$ cat src/rtl/decode_queue_if.sv
// Fetch-to-issue bus for the buffered decode stage: a valid/ready push side
// carrying raw instructions with their PCs, and a valid/ready pop side
// carrying the fully decoded head entry.
interface decode_queue_if;
    logic        in_valid;
    logic        in_ready;
    logic [31:0] in_instr;
    logic [31:0] in_pc;

    logic        out_valid;
    logic        out_ready;
    logic [31:0] out_pc;
    logic [6:0]  out_opcode;
    logic [2:0]  out_funct3;
    logic [6:0]  out_funct7;
    logic [4:0]  out_rd;
    logic [4:0]  out_rs1;
    logic [4:0]  out_rs2;
    logic [5:0]  out_fmt;
    logic [31:0] out_imm;
    logic        out_is_load;
    logic        out_is_store;
    logic        out_uses_rs1;
    logic        out_uses_rs2;
    logic        out_writes_rd;
    logic        out_illegal;

    // Environment side: fetch drives the push channel, issue drives out_ready.
    modport master (
        output in_valid, in_instr, in_pc, out_ready,
        input  in_ready, out_valid, out_pc, out_opcode, out_funct3, out_funct7,
               out_rd, out_rs1, out_rs2, out_fmt, out_imm, out_is_load,
               out_is_store, out_uses_rs1, out_uses_rs2, out_writes_rd,
               out_illegal
    );

    // Queue side.
    modport slave (
        input  in_valid, in_instr, in_pc, out_ready,
        output in_ready, out_valid, out_pc, out_opcode, out_funct3, out_funct7,
               out_rd, out_rs1, out_rs2, out_fmt, out_imm, out_is_load,
               out_is_store, out_uses_rs1, out_uses_rs2, out_writes_rd,
               out_illegal
    );
endinterface

$ cat src/rtl/decode_queue.sv
// Buffered RV32I decode stage: a DEPTH-entry circular FIFO of {instr, pc}
// whose head entry is decoded combinationally from storage. There is no
// combinational path from the push side to the pop side.
module decode_queue #(
    parameter int DEPTH    = 4,
    parameter int ENABLE_M = 0
) (
    input  logic                     clk,
    input  logic                     rst,
    input  logic                     flush,
    decode_queue_if.slave            bus,
    output logic [$clog2(DEPTH):0]   count
);
    localparam int PW = $clog2(DEPTH);
    localparam int CW = PW + 1;

    logic [31:0]   instr_mem [DEPTH];
    logic [31:0]   pc_mem    [DEPTH];
    logic [PW-1:0] wr_ptr;
    logic [PW-1:0] rd_ptr;

    logic push;
    logic pop;
    logic not_empty;

    logic [31:0] head_instr;
    logic [6:0]  opcode;
    logic [2:0]  funct3;
    logic [6:0]  funct7;
    logic        fmt_r, fmt_i, fmt_s, fmt_b, fmt_u, fmt_j, is_fence;
    logic [31:0] imm;
    logic        illegal;
    logic        writes_rd;

    assign not_empty    = (count != '0);
    assign bus.in_ready = (count != CW'(DEPTH));
    assign push         = bus.in_valid & bus.in_ready;
    assign pop          = not_empty & bus.out_ready;

    // Pointer and occupancy bookkeeping; reset beats flush, flush drops any push.
    always_ff @(posedge clk) begin
        if (rst || flush) begin
            wr_ptr <= '0;
            rd_ptr <= '0;
            count  <= '0;
        end else begin
            if (push) wr_ptr <= wr_ptr + 1'b1;
            if (pop)  rd_ptr <= rd_ptr + 1'b1;
            case ({push, pop})
                2'b10:   count <= count + 1'b1;
                2'b01:   count <= count - 1'b1;
                default: count <= count;
            endcase
        end
    end

    // Entry storage needs no reset because occupancy decides what is valid.
    always_ff @(posedge clk) begin
        if (push && !flush && !rst) begin
            instr_mem[wr_ptr] <= bus.in_instr;
            pc_mem[wr_ptr]    <= bus.in_pc;
        end
    end

    // Decode the head entry: format, immediate and legality.
    always_comb begin
        head_instr = instr_mem[rd_ptr];
        opcode     = head_instr[6:0];
        funct3     = head_instr[14:12];
        funct7     = head_instr[31:25];
        fmt_r      = 1'b0;
        fmt_i      = 1'b0;
        fmt_s      = 1'b0;
        fmt_b      = 1'b0;
        fmt_u      = 1'b0;
        fmt_j      = 1'b0;
        is_fence   = 1'b0;
        imm        = '0;
        illegal    = 1'b0;
        case (opcode)
            7'b0110011: fmt_r = 1'b1;
            7'b0010011, 7'b0000011, 7'b1100111, 7'b1110011: fmt_i = 1'b1;
            7'b0100011: fmt_s = 1'b1;
            7'b1100011: fmt_b = 1'b1;
            7'b0110111, 7'b0010111: fmt_u = 1'b1;
            7'b1101111: fmt_j = 1'b1;
            7'b0001111: is_fence = 1'b1;
            default:    illegal = 1'b1;
        endcase
        if (fmt_i) imm = {{20{head_instr[31]}}, head_instr[31:20]};
        if (fmt_s) imm = {{20{head_instr[31]}}, head_instr[31:25], head_instr[11:7]};
        if (fmt_b) imm = {{19{head_instr[31]}}, head_instr[31], head_instr[7],
                          head_instr[30:25], head_instr[11:8], 1'b0};
        if (fmt_u) imm = {head_instr[31:12], 12'b0};
        if (fmt_j) imm = {{11{head_instr[31]}}, head_instr[31], head_instr[19:12],
                          head_instr[20], head_instr[30:21], 1'b0};
        if (head_instr[1:0] != 2'b11) illegal = 1'b1;
        if (fmt_r) begin
            if (!(funct7 == 7'b0000000 || funct7 == 7'b0100000 ||
                  (ENABLE_M != 0 && funct7 == 7'b0000001)))
                illegal = 1'b1;
            if (funct7 == 7'b0100000 && funct3 != 3'b000 && funct3 != 3'b101)
                illegal = 1'b1;
        end
        if (opcode == 7'b0000011 && (funct3 == 3'b011 || funct3 == 3'b110 || funct3 == 3'b111))
            illegal = 1'b1;
        if (opcode == 7'b0100011 && funct3 > 3'b010)
            illegal = 1'b1;
        if (opcode == 7'b1100011 && (funct3 == 3'b010 || funct3 == 3'b011))
            illegal = 1'b1;
        if (opcode == 7'b1100111 && funct3 != 3'b000)
            illegal = 1'b1;
        writes_rd = (fmt_r | fmt_i | fmt_u | fmt_j) && (head_instr[11:7] != 5'd0);
    end

    // Drive the pop side, forcing every data output to zero while empty.
    always_comb begin
        bus.out_valid     = not_empty;
        bus.out_pc        = '0;
        bus.out_opcode    = '0;
        bus.out_funct3    = '0;
        bus.out_funct7    = '0;
        bus.out_rd        = '0;
        bus.out_rs1       = '0;
        bus.out_rs2       = '0;
        bus.out_fmt       = '0;
        bus.out_imm       = '0;
        bus.out_is_load   = 1'b0;
        bus.out_is_store  = 1'b0;
        bus.out_uses_rs1  = 1'b0;
        bus.out_uses_rs2  = 1'b0;
        bus.out_writes_rd = 1'b0;
        bus.out_illegal   = 1'b0;
        if (not_empty) begin
            bus.out_pc        = pc_mem[rd_ptr];
            bus.out_opcode    = opcode;
            bus.out_funct3    = funct3;
            bus.out_funct7    = funct7;
            bus.out_rd        = head_instr[11:7];
            bus.out_rs1       = head_instr[19:15];
            bus.out_rs2       = head_instr[24:20];
            bus.out_fmt       = {fmt_j, fmt_u, fmt_b, fmt_s, fmt_i, fmt_r};
            bus.out_imm       = imm;
            bus.out_is_load   = (opcode == 7'b0000011);
            bus.out_is_store  = (opcode == 7'b0100011);
            bus.out_uses_rs1  = fmt_r | fmt_i | fmt_s | fmt_b;
            bus.out_uses_rs2  = fmt_r | fmt_s | fmt_b;
            bus.out_writes_rd = writes_rd;
            bus.out_illegal   = illegal;
        end
    end
endmodule

$ cat src/flat_wrapper.sv
// flat-port wrapper written by rule: the top's interface ports become plain ports
module decode_queue_flat 
#(
    parameter int DEPTH    = 4,
    parameter int ENABLE_M = 0
)
  (clk, rst, flush, count, bus_in_valid, bus_in_instr, bus_in_pc, bus_out_ready, bus_in_ready, bus_out_valid, bus_out_pc, bus_out_opcode, bus_out_funct3, bus_out_funct7, bus_out_rd, bus_out_rs1, bus_out_rs2, bus_out_fmt, bus_out_imm, bus_out_is_load, bus_out_is_store, bus_out_uses_rs1, bus_out_uses_rs2, bus_out_writes_rd, bus_out_illegal);
  decode_queue_if bus_i ();
  input  logic clk;
  input  logic rst;
  input  logic flush;
  output logic [$clog2(DEPTH):0] count;
  input wire logic [$bits(bus_i.in_valid)-1:0] bus_in_valid;
  input wire logic [$bits(bus_i.in_instr)-1:0] bus_in_instr;
  input wire logic [$bits(bus_i.in_pc)-1:0] bus_in_pc;
  input wire logic [$bits(bus_i.out_ready)-1:0] bus_out_ready;
  output wire logic [$bits(bus_i.in_ready)-1:0] bus_in_ready;
  output wire logic [$bits(bus_i.out_valid)-1:0] bus_out_valid;
  output wire logic [$bits(bus_i.out_pc)-1:0] bus_out_pc;
  output wire logic [$bits(bus_i.out_opcode)-1:0] bus_out_opcode;
  output wire logic [$bits(bus_i.out_funct3)-1:0] bus_out_funct3;
  output wire logic [$bits(bus_i.out_funct7)-1:0] bus_out_funct7;
  output wire logic [$bits(bus_i.out_rd)-1:0] bus_out_rd;
  output wire logic [$bits(bus_i.out_rs1)-1:0] bus_out_rs1;
  output wire logic [$bits(bus_i.out_rs2)-1:0] bus_out_rs2;
  output wire logic [$bits(bus_i.out_fmt)-1:0] bus_out_fmt;
  output wire logic [$bits(bus_i.out_imm)-1:0] bus_out_imm;
  output wire logic [$bits(bus_i.out_is_load)-1:0] bus_out_is_load;
  output wire logic [$bits(bus_i.out_is_store)-1:0] bus_out_is_store;
  output wire logic [$bits(bus_i.out_uses_rs1)-1:0] bus_out_uses_rs1;
  output wire logic [$bits(bus_i.out_uses_rs2)-1:0] bus_out_uses_rs2;
  output wire logic [$bits(bus_i.out_writes_rd)-1:0] bus_out_writes_rd;
  output wire logic [$bits(bus_i.out_illegal)-1:0] bus_out_illegal;
  assign bus_i.in_valid = bus_in_valid;
  assign bus_i.in_instr = bus_in_instr;
  assign bus_i.in_pc = bus_in_pc;
  assign bus_i.out_ready = bus_out_ready;
  assign bus_in_ready = bus_i.in_ready;
  assign bus_out_valid = bus_i.out_valid;
  assign bus_out_pc = bus_i.out_pc;
  assign bus_out_opcode = bus_i.out_opcode;
  assign bus_out_funct3 = bus_i.out_funct3;
  assign bus_out_funct7 = bus_i.out_funct7;
  assign bus_out_rd = bus_i.out_rd;
  assign bus_out_rs1 = bus_i.out_rs1;
  assign bus_out_rs2 = bus_i.out_rs2;
  assign bus_out_fmt = bus_i.out_fmt;
  assign bus_out_imm = bus_i.out_imm;
  assign bus_out_is_load = bus_i.out_is_load;
  assign bus_out_is_store = bus_i.out_is_store;
  assign bus_out_uses_rs1 = bus_i.out_uses_rs1;
  assign bus_out_uses_rs2 = bus_i.out_uses_rs2;
  assign bus_out_writes_rd = bus_i.out_writes_rd;
  assign bus_out_illegal = bus_i.out_illegal;
  decode_queue #(.DEPTH(DEPTH), .ENABLE_M(ENABLE_M)) u_core (.clk(clk), .rst(rst), .flush(flush), .bus(bus_i), .count(count));
endmodule
$ cat config.mk
export PLATFORM = sky130hd
export DESIGN_NAME = decode_queue_flat
export DESIGN_NICKNAME = d
export VERILOG_FILES = /design/src/rtl/decode_queue_if.sv /design/src/rtl/decode_queue.sv /design/src/flat_wrapper.sv
export SDC_FILE = /design/constraint.sdc
export NUM_CORES = 1
export LEC_CHECK = 0
export CAP_MARGIN = 20
export CORE_ASPECT_RATIO = 1.5
export CORE_UTILIZATION = 45
export CTS_CLUSTER_DIAMETER = 30
export DETAILED_ROUTE_END_ITERATION = 12
export GPL_ROUTABILITY_DRIVEN = 0
export PLACE_DENSITY_LB_ADDON = 0.12
export SKIP_LAST_GASP = 1
export SLEW_MARGIN = 10
export SYNTH_ARGS = -nofsm -noshare
export SYNTH_HDL_FRONTEND = slang
export SYNTH_SLANG_ARGS = --single-unit
$ cat constraint.sdc
create_clock -name clk -period 2.9 [get_ports clk]
set_input_delay 0.435 -clock clk [delete_from_list [all_inputs] [get_ports clk]]
set_output_delay 0.435 -clock clk [all_outputs]
set_load 0.01 [all_outputs]
==> run_results.csv, run 1 <==
group,metric,value,unit
setup_path,critical_path_required,2470,ps
setup_path,path_cells,"buf_12 > mux4_2 > nor3b_4 > a31oi_4 > nor3_4 > buf_6 > buf_6 > nand2_1 > a21oi_1 > buf_2",
grt,grt-ovfl-total,0,
timing,fin_crit,3200,ps
grt,grt_start_max_net_pins,65,
grt,grt_pass1_vias,7311,
pwr,switching_share,0.212,
grt,grt_pass1_wl,41.1,mm
timing,skew,17.8,ps
pwr,p_comb_frac,0.070,
logic_synthesis,synth_edf_count,256,
pwr,power_density,616,nW/um2
pwr,switchingPower,2.06,mW
finish,fin_nets,991,
routing,wire_per_inst,21.8,um
routing,via_count,6785,
routing,dr.pass1.iters,7,
clocking,worstSkewPairLatency,510,ps
setup_path,worst_setup_path_start_kind,"flip-flop",
logic_synthesis,synth_top_area_cell,"edfxtp_1",
pwr,clkPwrFrac,0.492,
floorplan,start_util,0.460,
logic_synthesis,synth_cell_types,49,
place,hpwlAfterDp,16.1,mm
worst_hold_path,hold_class,"flip-flop to flip-flop",
pwr,leakagePower,5.97,nW
status,status,"complete, but fails checks",
pwr,p_seq_frac,0.438,
timing,setup_slack,-299,ps
routing,wl_met2,14.6,mm
logic_synthesis,synth_most_common_cell,"edfxtp_1",
pwr,ir_drop,0.474,mV
routing,topRoutingLayerUsed,"met5",
floorplan,die_x,129,um
logic_synthesis,synth-seq-cells,265,
clocking,cts_buffers,39,
clocking,ctsHtreeMaxLevel,2,
floorplan,core_area,23700,um2
timing,min_period_over_period,1.10,
timing,max_slew_margin,0.696,
finish,antenna_cells,0,
logic_synthesis,synth-main-ff-cell,"edfxtp_1",
timing,fmax,313,MHz
grt,grt_usage,0.225,
status,violations,"negative setup slack",
logic_synthesis,syn-cell-area,10900,um2
setup_path,crit_top_cell,"buf_6",
timing,setup_violations,42,
grt,antenna_found_initial,1,
routing,antenna_left,0,
routing,routed_wl,27.6,mm
pwr,intPower,7.65,mW
clocking,clk_pin_slew,50,ps
setup_path,timing_worst_setup_path_type,"flip-flop to primary output",
setup_path,arrival,2760,ps
routing,viasPerCell,5.36,
logic_synthesis,netlist.area_leader.share,0.704,
routing,drt_iter0_drc,377,
clocking,clkSinkCount,265,
routing,wl_met3,1.70,mm
timing,tns,-8420,ps
setup_path,crit_slowest_cell,"mux4_2",
clocking,cts_tree,"yes",
setup_path,critPathMaxFanout,6,
finish,drive_gt1_frac,0.419,
logic_synthesis,synth_cells,605,
routing,drc_errors,0,
floorplan,fp.dieArea,24900,um2
floorplan,die_h,193,um
logic_synthesis,synth_area_per_cell,18.1,um2
timing,rsz0062_at_grt,"yes",
logic_synthesis,synth_nets,680,
logic_synthesis,synthTopCellsByArea,"edfxtp_1 (70%), mux4_2 (13%), and2_1 (4.4%), dfxtp_1 (1.6%), nor2_1 (1.4%)",
place,port_buffers,181,
logic_synthesis,seq_area_frac_synth,0.720,
setup_path,cp-end-kind,"primary output",
clocking,cts_hold_buf,0,
finish,instances_no_fill,1265,
logic_synthesis,ys_warn_count,0,
floorplan,ioPinCount,182,
timing,worst_pin_slew,456,ps
clocking,cts_root_buffer,"clkbuf_16",
logic_synthesis,ys_top_cells_by_count,"edfxtp_1 (256), and2_1 (77), mux4_2 (64), nor2_1 (42)",
routing,drt-met1-wl,10.3,mm
logic_synthesis,async_flop_share,0,
timing,hold-worst-slack,515,ps
setup_path,critical-path-max-stage-delay,570,ps
timing,hold_violations,0,
floorplan,rows,69,
timing,timing.final.max_slew_violations,0,
clocking,clk_path_buf_depth,3,
run,drv_cap,0,
place,place_inst,1134,
finish,area_delta_synth_final,44.5,%
-- registers in the layout (all words and copies together) (netlist names), named ones only --
name              flops
u_core.pc_mem       128
u_core.rd_ptr         2
u_core.instr_mem    128
u_core.count          3
u_core.wr_ptr         2
-- logic make-up after synthesis --
kind of cell	count (synthesis)	share of synthesized area
AO/OA/AOI/OAI	45	0.0245
AND/OR/NAND/NOR	176	0.0881
XOR/XNOR	8	0.00642
buffers and inverters	39	0.0191
flip-flops	265	0.720
multiplexers	65	0.133
adder cells (fa/ha/maj)	7	0.00848
-- final timing paths --
check                   start               end  slack [ps]  cells after the start
max                 flip-flop   bus_out_imm[14]        -300                     10
min          u_core.wr_ptr[1]  u_core.wr_ptr[1]         520                      2
max reg2reg   u_core.count[0]   u_core.count[2]         570                      9
min reg2reg  u_core.wr_ptr[1]  u_core.wr_ptr[1]         520                      2
-- what timing repair did --
action                     in CTS  in global routing
setup endpoints to repair      95                 95
resized for setup             317                100
setup buffers                  43                 16
pin swaps                      26                 19
gates cloned                    5                  0
-- per-stage QoR --
stage	setup slack (ps)	instance area (um2)	utilization	total power, mW
2_1_floorplan	440	10900	-	4.58
3_3_place_gp	-178	13500	0.570	4.92
3_5_place_dp	-194	13500	0.570	4.93
4_1_cts	-280	15400	0.650	9.77
5_1_grt	-407	15800	0.665	9.99
6_report	-299	15800	0.665	9.72
-- layer usage --
metal | vias up | GRT usage
li1 | 2993 | -
met1 | 3443 | 0.249
met2 | 266 | 0.410
met3 | 81 | 0.0521
met4 | 2 | 0.0932
met5 | - | 0
-- cell usage in the layout (no fill, tap or decap), types with 13 or more instances in the layout --
cell	count
dlygate4sd2_1	18
mux4_2	64
clkbuf_16	41
edfxtp_1	256
nor2_2	18
nor2_1	19
clkdlybuf4s50_1	80
buf_12	13
buf_4	73
buf_2	41
and2_1	67
nand2_1	14
buf_6	30
dlymetal6s2s_1	24
-- worst max-delay path: cells and delay by family (launching register included) --
kind                   cells  cell delay (ps)
muxes                      1              570
and+or+nand+nor            3              510
DFF                        1              410
AOI/OAI and AO/OA          2              230
buffers and inverters      4              520
-- layout make-up --
cell class	instances	area, um2
inverter	7	28.8
clock buffer	43	1030
clock inverter	28	314
timing repair buffer	301	2870
tap	319	399
multi-input combinational	302	3260
fill	1634	7960
sequential	265	7880
-- power groups by stage --
stage	Combinational, mW	Clock (mW)	Sequential, mW
4_1_cts	0.651	4.87	4.25
5_1_grt	0.729	5.01	4.25
2_1_floorplan	0.246	0	4.33
3_5_place_dp	0.601	0	4.33
3_3_place_gp	0.590	0	4.33
6_report	0.684	4.78	4.25
(Power assumes the default switching activity.)
==> run 2: changes to the inputs <==
--- a/config.mk
+++ b/config.mk
@@ -13,7 +13,6 @@
 export GPL_ROUTABILITY_DRIVEN = 0
 export PLACE_DENSITY_LB_ADDON = 0.12
 export SKIP_LAST_GASP = 1
-export SLEW_MARGIN = 10
 export SYNTH_ARGS = -nofsm -noshare
 export SYNTH_HDL_FRONTEND = slang
 export SYNTH_SLANG_ARGS = --single-unit
==> constraint.sdc (replaced) <==
create_clock -name clk -period 3 [get_ports clk]
set_input_delay 0.45 -clock clk [delete_from_list [all_inputs] [get_ports clk]]
set_output_delay 0.45 -clock clk [all_outputs]
set_load 0.01 [all_outputs]
==> run 2 against run 1 <==
The flow still finishes with violations (negative setup slack). Die area unchanged. Utilization increased by 0.31 points. Power is 3.2% lower. Via count rose by 0.35%. First-iteration DRC count is 16% higher. Critical endpoint is now bus_out_illegal. Clock-buffer cell count up 6. Clock skew grew 2.9 ps. Clock power down 3%. Worst setup slack better by 31 ps.
==> run_results.csv, run 2 (synthesis gave the netlist of run 1 again) <==
group,metric,value,unit
status,status,"complete, but fails checks",
status,violations,"negative setup slack",
timing,min_period_over_period,1.09,
finish,area_delta_synth_final,45.2,%
clocking,cts_root_buffer,"clkbuf_16",
setup_path,critPathMaxFanout,6,
timing,setup_violations,57,
clocking,ctsHtreeMaxLevel,2,
floorplan,die_x,129,um
timing,timing.final.max_slew_violations,0,
routing,wire_per_inst,21.6,um
routing,viasPerCell,5.42,
worst_hold_path,min_from,"u_core.wr_ptr[1]",
worst_hold_path,hold_class,"flip-flop to flip-flop",
pwr,p_comb_frac,0.070,
clocking,clk_pin_slew,60,ps
setup_path,arrival,2820,ps
finish,final_cell_mix,"edfxtp_1 (256), clkdlybuf4s50_1 (100), and2_1 (67)",
routing,drc_errors,0,
grt,grt_usage,0.219,
setup_path,crit_slowest_cell,"mux4_2",
setup_path,cpLargestDelayFamily,"compound AO/OA/AOI/OAI gates",
setup_path,reg2reg_from,"u_core.count[0]",
clocking,cts_hold_buf,0,
routing,antenna_left,0,
setup_path,timing_worst_setup_path_type,"flip-flop to primary output",
floorplan,fp.dieArea,24900,um2
floorplan,ioPinCount,182,
grt,grt_start_max_net_pins,65,
grt,grt_pass1_vias,7183,
timing,hold-worst-slack,514,ps
place,port_buffers,181,
floorplan,core_area,23700,um2
finish,instances_no_fill,1257,
clocking,clk_path_buf_depth,3,
timing,max_slew_margin,0.712,
clocking,cts_tree,"yes",
timing,fmax,306,MHz
finish,antenna_cells,0,
floorplan,rows,69,
pwr,total_power,9.40,mW
routing,dr.pass1.iters,5,
place,hpwlAfterDp,16.3,mm
finish,final_common_cell,"edfxtp_1",
timing,hold_violations,0,
pwr,ir_drop,0.520,mV
clocking,worstSkewPairLatency,530,ps
setup_path,cp-end-kind,"primary output",
grt,antenna_found_initial,0,
routing,via_count,6809,
timing,worst_pin_slew,432,ps
setup_path,critical_path_required,2550,ps
grt,grt-ovfl-total,0,
pwr,p_seq_frac,0.438,
floorplan,die_h,193,um
pwr,clkPwrFrac,0.492,
finish,fin_nets,983,
timing,skew,20.7,ps
pwr,power_density,593,nW/um2
grt,grt_pass1_wl,40.1,mm
clocking,cts_buffers,40,
place,place_inst,1121,
finish,reg_top3,"u_core.instr_mem x128, u_core.pc_mem x128, u_core.count x3",
pwr,leakagePower,5.88,nW
routing,drt_iter0_drc,439,
pwr,switching_share,0.211,
setup_path,crit_top_cell,"buf_6",
pwr,intPower,7.42,mW
setup_path,critPathBufInv,3,
routing,routed_wl,27.1,mm
timing,rsz0062_at_grt,"yes",
timing,fin_crit,3270,ps
run,drv_cap,0,
timing,setup_slack,-268,ps
setup_path,critical-path-max-stage-delay,600,ps
setup_path,path_cells,"mux4_2 > buf_6 > and2_4 > buf_6 > a21oi_1 > o22ai_1 > a31o_2 > o311ai_1 > buf_2",
setup_path,worst_setup_path_start_kind,"flip-flop",
floorplan,start_util,0.460,
clocking,clkSinkCount,265,
pwr,switchingPower,1.98,mW
finish,drive_gt1_frac,0.400,
run 2: worst min-delay path, cell delays in order, from the launching register on:
cell and delay, ps:
dfxtp_1 340, nand2_1 70, a21oi_1 60
run 2: power by group through the flow:
stage / Combinational [mW] / Sequential (mW) / Clock, mW
2_1_floorplan: 0.238 / 4.19 / 0
3_3_place_gp: 0.562 / 4.18 / 0
3_5_place_dp: 0.571 / 4.19 / 0
4_1_cts: 0.615 / 4.11 / 4.72
5_1_grt: 0.701 / 4.11 / 4.88
6_report: 0.658 / 4.11 / 4.63
run 2: routing by layer:
metal / up-vias / wire length (um) / GRT usage
li1: 2984 / - / -
met2: 283 / 14700 / 0.395
met3: 69 / 1750 / 0.0499
met4: 0 / 852 / 0.0959
met1: 3473 / 9830 / 0.245
met5: - / 0 / 0
run 2: layout make-up:
| cell class | instances | area, um2 |
|---|---|---|
| clock buffers | 49 | 1060 |
| clock inverters | 23 | 288 |
| fillers | 1625 | 7880 |
| inverters | 7 | 26.3 |
| multi-input cells | 302 | 3360 |
| flip-flops and latches | 265 | 7880 |
| well taps | 319 | 399 |
| repair buffers | 292 | 2860 |
run 2: worst paths after layout:
| path | endpoint | slack (ps) | cells after the start |
|---|---|---|---|
| worst max-delay path | bus_out_illegal | -270 | 9 |
| worst min-delay path | u_core.wr_ptr[1] | 510 | 2 |
| worst max register to register | u_core.count[2] | 620 | 9 |
| worst min register to register | u_core.wr_ptr[1] | 510 | 2 |
run 2: timing repair:
item / CTS / global route
buffers inserted: 38 / 24
gates cloned: 4 / 0
endpoints found under the setup margin: 90 / 85
resized for setup: 252 / 140
pin swaps: 34 / 46
run 2: per-stage QoR:
step                TNS [ps]  setup slack (ps)  area (um2)   util
finish                 -7940              -268       15900  0.668
detailed placement     -87.1             -87.1       13400  0.566
global route          -14120              -366       15900  0.668
global placement       -93.4             -93.4       13400  0.566
floorplan                  0               525       10900      -
CTS                    -8390              -285       15300  0.643
